`config.mk`:
```
export PLATFORM = sky130hd
export DESIGN_NAME = pipelined_addsub
export DESIGN_NICKNAME = d
export VERILOG_FILES = /design/src/rtl/pipelined_addsub_pkg.sv /design/src/rtl/addsub_chunk.sv /design/src/rtl/pipelined_addsub.sv
export SDC_FILE = /design/constraint.sdc
export NUM_CORES = 1
export LEC_CHECK = 0
export CAP_MARGIN = 20
export CELL_PAD_IN_SITES_DETAIL_PLACEMENT = 1
export CELL_PAD_IN_SITES_GLOBAL_PLACEMENT = 1
export CORE_MARGIN = 2
export CORE_UTILIZATION = 25
export CTS_BUF_LIST = sky130_fd_sc_hd__clkbuf_4 sky130_fd_sc_hd__clkbuf_8
export DETAILED_ROUTE_END_ITERATION = 8
export DONT_BUFFER_PORTS = 1
export PLACE_DENSITY = 0.4
export SETUP_SLACK_MARGIN = 0.4
export SLEW_MARGIN = 20
export SYNTH_ARGS = -nofsm -noshare
export SYNTH_HDL_FRONTEND = slang
export SYNTH_SLANG_ARGS = --single-unit
```
`constraint.sdc`:
```
create_clock -name clk -period 4.3 [get_ports clk]
set_input_delay 0.86 -clock clk [delete_from_list [all_inputs] [get_ports clk]]
set_output_delay 0.86 -clock clk [all_outputs]
set_load 0.01 [all_outputs]
```
`src/rtl/pipelined_addsub_pkg.sv`:
```
// Shared constants and helpers for the pipelined add/subtract unit.
// Saturation bounds are built wide, then truncated to WIDTH by the user.
package pipelined_addsub_pkg;

  localparam int DEF_WIDTH  = 32;
  localparam int DEF_STAGES = 4;
  localparam int MAX_W      = 1024;

  function automatic int chunk_w(input int width, input int stages);
    return width / stages;
  endfunction

  function automatic logic [MAX_W-1:0] smin(input int width);
    logic [MAX_W-1:0] one;
    one = MAX_W'(1);
    return one << (width - 1);
  endfunction

  function automatic logic [MAX_W-1:0] smax(input int width);
    return smin(width) - MAX_W'(1);
  endfunction

endpackage

```
`src/rtl/addsub_chunk.sv`:
```
// Combinational W-bit ripple-carry adder built from full-adder cells.
module addsub_chunk #(
  parameter int W = 8
) (
  input  logic [W-1:0] a,
  input  logic [W-1:0] b,
  input  logic         cin,
  output logic [W-1:0] sum,
  output logic         cout
);

  logic [W:0] c;

  assign c[0] = cin;

  for (genvar i = 0; i < W; i++) begin : g_full_adder
    assign sum[i]   = a[i] ^ b[i] ^ c[i];
    assign c[i+1]   = (a[i] & b[i]) | (c[i] & (a[i] ^ b[i]));
  end

  assign cout = c[W];

endmodule

```
`src/rtl/pipelined_addsub.sv`:
```
// Pipelined add/subtract: one CHUNK-bit ripple per stage, carry registered between stages.
// Optional saturation on signed overflow when PIPELINED_ADDSUB_SAT_EN is defined (adds port sat).
module pipelined_addsub
  import pipelined_addsub_pkg::*;
#(
  parameter int WIDTH  = DEF_WIDTH,
  parameter int STAGES = DEF_STAGES
) (
  input  logic             clk,
  input  logic             rst_n,
  input  logic             in_valid,
  output logic             in_ready,
  input  logic [WIDTH-1:0] a,
  input  logic [WIDTH-1:0] b,
  input  logic             cin,
  input  logic             sub,
`ifdef PIPELINED_ADDSUB_SAT_EN
  input  logic             sat,
`endif
  output logic             out_valid,
  input  logic             out_ready,
  output logic [WIDTH-1:0] sum,
  output logic             cout,
  output logic             overflow
);

  localparam int CHUNK = chunk_w(WIDTH, STAGES);

`ifdef PIPELINED_ADDSUB_SAT_EN
  localparam logic [WIDTH-1:0] SAT_MAX = WIDTH'(smax(WIDTH));
  localparam logic [WIDTH-1:0] SAT_MIN = WIDTH'(smin(WIDTH));
`endif

  logic             adv;
  logic [STAGES-1:0] v_q, vin;
  logic [STAGES-1:0] c_q, c_in, c_nxt;
  logic [WIDTH-1:0] a_q [STAGES];
  logic [WIDTH-1:0] b_q [STAGES];
  logic [WIDTH-1:0] s_q [STAGES];
  logic [WIDTH-1:0] a_in  [STAGES];
  logic [WIDTH-1:0] b_in  [STAGES];
  logic [WIDTH-1:0] s_in  [STAGES];
  logic [WIDTH-1:0] s_nxt [STAGES];
  logic             ovf_q, ovf_nxt;
`ifdef PIPELINED_ADDSUB_SAT_EN
  logic [STAGES-1:0] sat_q, sat_in;
`endif

  assign adv      = !v_q[STAGES-1] || out_ready;
  assign in_ready = adv;

  for (genvar k = 0; k < STAGES; k++) begin : g_stage
    logic [CHUNK-1:0] chunk_s;

    if (k == 0) begin : g_first
      // Subtraction folds into addition: invert B here and force the carry-in.
      assign vin[0]  = in_valid;
      assign a_in[0] = a;
      assign b_in[0] = sub ? ~b : b;
      assign c_in[0] = sub | cin;
      assign s_in[0] = '0;
`ifdef PIPELINED_ADDSUB_SAT_EN
      assign sat_in[0] = sat;
`endif
    end else begin : g_next
      assign vin[k]  = v_q[k-1];
      assign a_in[k] = a_q[k-1];
      assign b_in[k] = b_q[k-1];
      assign c_in[k] = c_q[k-1];
      assign s_in[k] = s_q[k-1];
`ifdef PIPELINED_ADDSUB_SAT_EN
      assign sat_in[k] = sat_q[k-1];
`endif
    end

    addsub_chunk #(.W(CHUNK)) u_chunk (
      .a    (a_in[k][k*CHUNK +: CHUNK]),
      .b    (b_in[k][k*CHUNK +: CHUNK]),
      .cin  (c_in[k]),
      .sum  (chunk_s),
      .cout (c_nxt[k])
    );

    // Bits above the current chunk are still zero, so OR-ing inserts the chunk.
    if (k < STAGES - 1) begin : g_mid
      assign s_nxt[k] = s_in[k] | (WIDTH'(chunk_s) << (k * CHUNK));
    end else begin : g_last
      logic [WIDTH-1:0] wrap;
      assign wrap    = s_in[k] | (WIDTH'(chunk_s) << (k * CHUNK));
      assign ovf_nxt = (a_in[k][WIDTH-1] == b_in[k][WIDTH-1]) &&
                       (wrap[WIDTH-1] != a_in[k][WIDTH-1]);
`ifdef PIPELINED_ADDSUB_SAT_EN
      assign s_nxt[k] = (sat_in[k] && ovf_nxt) ?
                        (a_in[k][WIDTH-1] ? SAT_MIN : SAT_MAX) : wrap;
`else
      assign s_nxt[k] = wrap;
`endif
    end
  end

  always_ff @(posedge clk or negedge rst_n) begin
    if (!rst_n) begin
      v_q   <= '0;
      c_q   <= '0;
      ovf_q <= 1'b0;
`ifdef PIPELINED_ADDSUB_SAT_EN
      sat_q <= '0;
`endif
      for (int k = 0; k < STAGES; k++) begin
        a_q[k] <= '0;
        b_q[k] <= '0;
        s_q[k] <= '0;
      end
    end else if (adv) begin
      v_q <= vin;
      // Data only moves with a valid beat so bubbles leave results untouched.
      for (int k = 0; k < STAGES; k++) begin
        if (vin[k]) begin
          a_q[k] <= a_in[k];
          b_q[k] <= b_in[k];
          s_q[k] <= s_nxt[k];
          c_q[k] <= c_nxt[k];
`ifdef PIPELINED_ADDSUB_SAT_EN
          sat_q[k] <= sat_in[k];
`endif
        end
      end
      if (vin[STAGES-1]) ovf_q <= ovf_nxt;
    end
  end

  assign out_valid = v_q[STAGES-1];
  assign sum       = s_q[STAGES-1];
  assign cout      = c_q[STAGES-1];
  assign overflow  = ovf_q;

endmodule

```
==> flow_summary.yaml <==
grt:
  antenna_found_initial: 0
  grt_pass1_vias: 4617
  grt_usage_pct: 11.1
  overflow: 0
  grt_pass1_wl_mm: 27.6
  grt_max_degree: 186
sta:
  clock_skew_ps: 17.0
  rsz0062_at_grt: "yes"
  finalCritPeriodShare_pct: 89.9
  slew_headroom_pct: 42.5
  hold_ws_ps: 71.4
  fin_ws_ps: 433
  hold_violations: 0
  setup_tns_ps: 0
  layout_min_cycle_time_ps: 3870
  tightest_slew_ps: 863
  fmax_mhz: 259
  drv_slew: 0
  setup-violations-final: 0
setup_path:
  setup.worst_path.end_class: "flip-flop"
  cp_max_fo: 2
  worstPathArrival_ps: 4240
  r2r_slack_ps: 430
  critPathRequiredTime_ps: 4670
  crit_type: "reg -> reg"
  startpoint_type: "flip-flop"
synthesis:
  yosysWarnings: 0
  synth.distinct_cells: 21
  synth_seq_cells: 185
  synthesis.area_um2: 8060
  synthCells: 544
  seq_area_frac_synth_pct: 57.4
  syn-mean-instance-area_um2: 14.8
  syn_nets: 647
worst_hold_path:
  hold_class: "in -> async"
routing:
  drc: 0
  wire_per_inst_um: 18.1
  finalWirelength_mm: 17.3
  vias_per_cell: 4.17
  antenna_left: 0
  dr.first_iter.drc_count: 99
  num_vias: 3987
  drt-pass1-iter-count: 4
final_layout:
  drive_gt1_share_pct: 36.7
  final_common_cell: "dfrtp_1"
  fillers: 3316
  final_util_pct: 28.1
  layout_common_cells: "dfrtp_1 (185), mux2_2 (119), inv_1 (44), a21oi_1 (44), xnor2_1 (27)"
  final_area_um2: 8900
  insertedDiodeCount: 0
  syn_to_final_growth_pct: 10.3
  fin_nets: 643
die:
  core_um2: 31600
  die_y_um: 184
  rows: 65
  die_area_um2: 33700
  initial_core_util_pct: 25.5
  die_w_um: 184
  ios: 106
placed_design:
  dpl.hpwl_mm: 10.7
  place_ws_ps: 184
  postPlaceCellArea_um2: 8450
  gp_congestion: 0.671
  port_buffers: 0
cts:
  clkLatencyLatePin_ps: 480
  cts_tree: "built"
  cts_root_buf: "clkbuf_8"
  h-tree-depth: 4
  clk_pin_slew_ps: 100
  cts_made_buffers: 17
  clkSinkCount: 185
  cts_buffer_depth: 2
flow_run:
  drv_cap: 0
outcome:
  status: "finished clean"
pwr:
  ir_worst_vdd_mv: 0.219
  leakage_nw: 3.79
  power_density_nw_per_um2: 736
[what timing repair did]
| action | CTS | global route |
|---|---|---|
| setup buffers | 1 | 1 |
| endpoints found under the setup margin | 1 | 3 |
| pin swaps | 2 | 1 |
| cloned | 0 | 0 |
| hold buffers | 0 | 0 |
| resized for setup | 6 | 5 |
[final timing paths]
| path | from | to | cells after the start |
|---|---|---|---|
| max | c_q[2] | overflow | 14 |
| min reg2reg | s_in[47] | s_in[15] | 1 |
| min in group clk | s_in[47] | s_in[15] | 1 |
| min | rst_n | sum[26] | 0 |
| max in group asynchronous | rst_n | s_in[47] | 0 |
| max reg2reg | c_q[2] | overflow | 14 |
[metal layers]
metal  share of wire [%]  GRT usage (%)  vias to the layer above
li1                    -              -                     1807
met1                  46           13.8                     2100
met2                  48           18.0                       69
met3                 5.2           3.86                       11
met4                 1.1           3.46                        0
met5                   0              0                        -
[kinds of logic after synthesis]
logic type | count (synthesis) | share of synthesized area (%)
DFF | 185 | 57.4
muxes | 155 | 22.5
buffers and inverters | 74 | 4.36
AOI/OAI and AO/OA | 51 | 3.17
xor gates and xnor gates | 33 | 3.58
adders and majority gates | 33 | 8.10
and+or+nand+nor | 13 | 0.916
[power by group]
| part | leakage, nW | total [mW] | internal (mW) | switching [mW] |
|---|---|---|---|---|
| Clock | 0.200 | 1.21 | 0.543 | 0.665 |
| Combinational | 1.45 | 2.20 | 1.29 | 0.917 |
| Sequential | 2.14 | 3.14 | 2.55 | 0.589 |
| Total | 3.79 | 6.55 | 4.38 | 2.17 |
[state kept, by name, indices dropped and copies added, names as in the netlist]
signal    count
sum          32
s_in         48
b_in         48
c_q           4
a_in         48
v_q           4
overflow      1
[cell usage after synthesis]
master      n  area (um^2)
dfrtp_1   185         4630
mux2_2    119         1340
inv_1      45          169
a21oi_1    44          220
fa_1       32          641
xnor2_1    27          236
mux2_4     22          330
buf_2      17         85.1
mux2i_1    14          140
buf_6       7         78.8
o21ai_0     7         35.0
xor2_1      6         52.6
clkbuf_1    5         18.8
nand2_1     4         15.0
nand3_1     4         20.0
and2_4      1         8.76
ha_1        1         12.5
nand2_2     1         6.26
nand2b_4    1         13.8
nor2_1      1         3.75
or2_2       1         6.26
[worst max-delay path, cell delays in order, from the launching register on]
cell,delay (ps)
dfrtp_1,420
fa_2,400
fa_2,350
fa_2,340
fa_2,340
fa_2,340
inv_1,80
fa_1,160
inv_1,50
fa_2,330
inv_2,60
fa_1,440
xor2_1,150
nor2_1,50
mux2_2,250
[final cells by class]
class,count,area (um^2),share of cell area [%]
Timing Repair Buffer,6,57.6,0.647
Sequential cell,185,4630,52.0
Tap cell,402,503,5.65
Clock inverter,13,143,1.60
Inverter,45,169,1.90
Multi-Input combinational cell,285,3140,35.3
Clock buffer,19,255,2.87
[per-stage QoR]
step	cells	power [mW]
final	955	6.55
after global routing	955	7.15
after CTS	954	6.70
after detailed placement	921	5.40
after global placement	921	5.32
after floorplan	544	4.75
(Power assumes the default switching activity.)
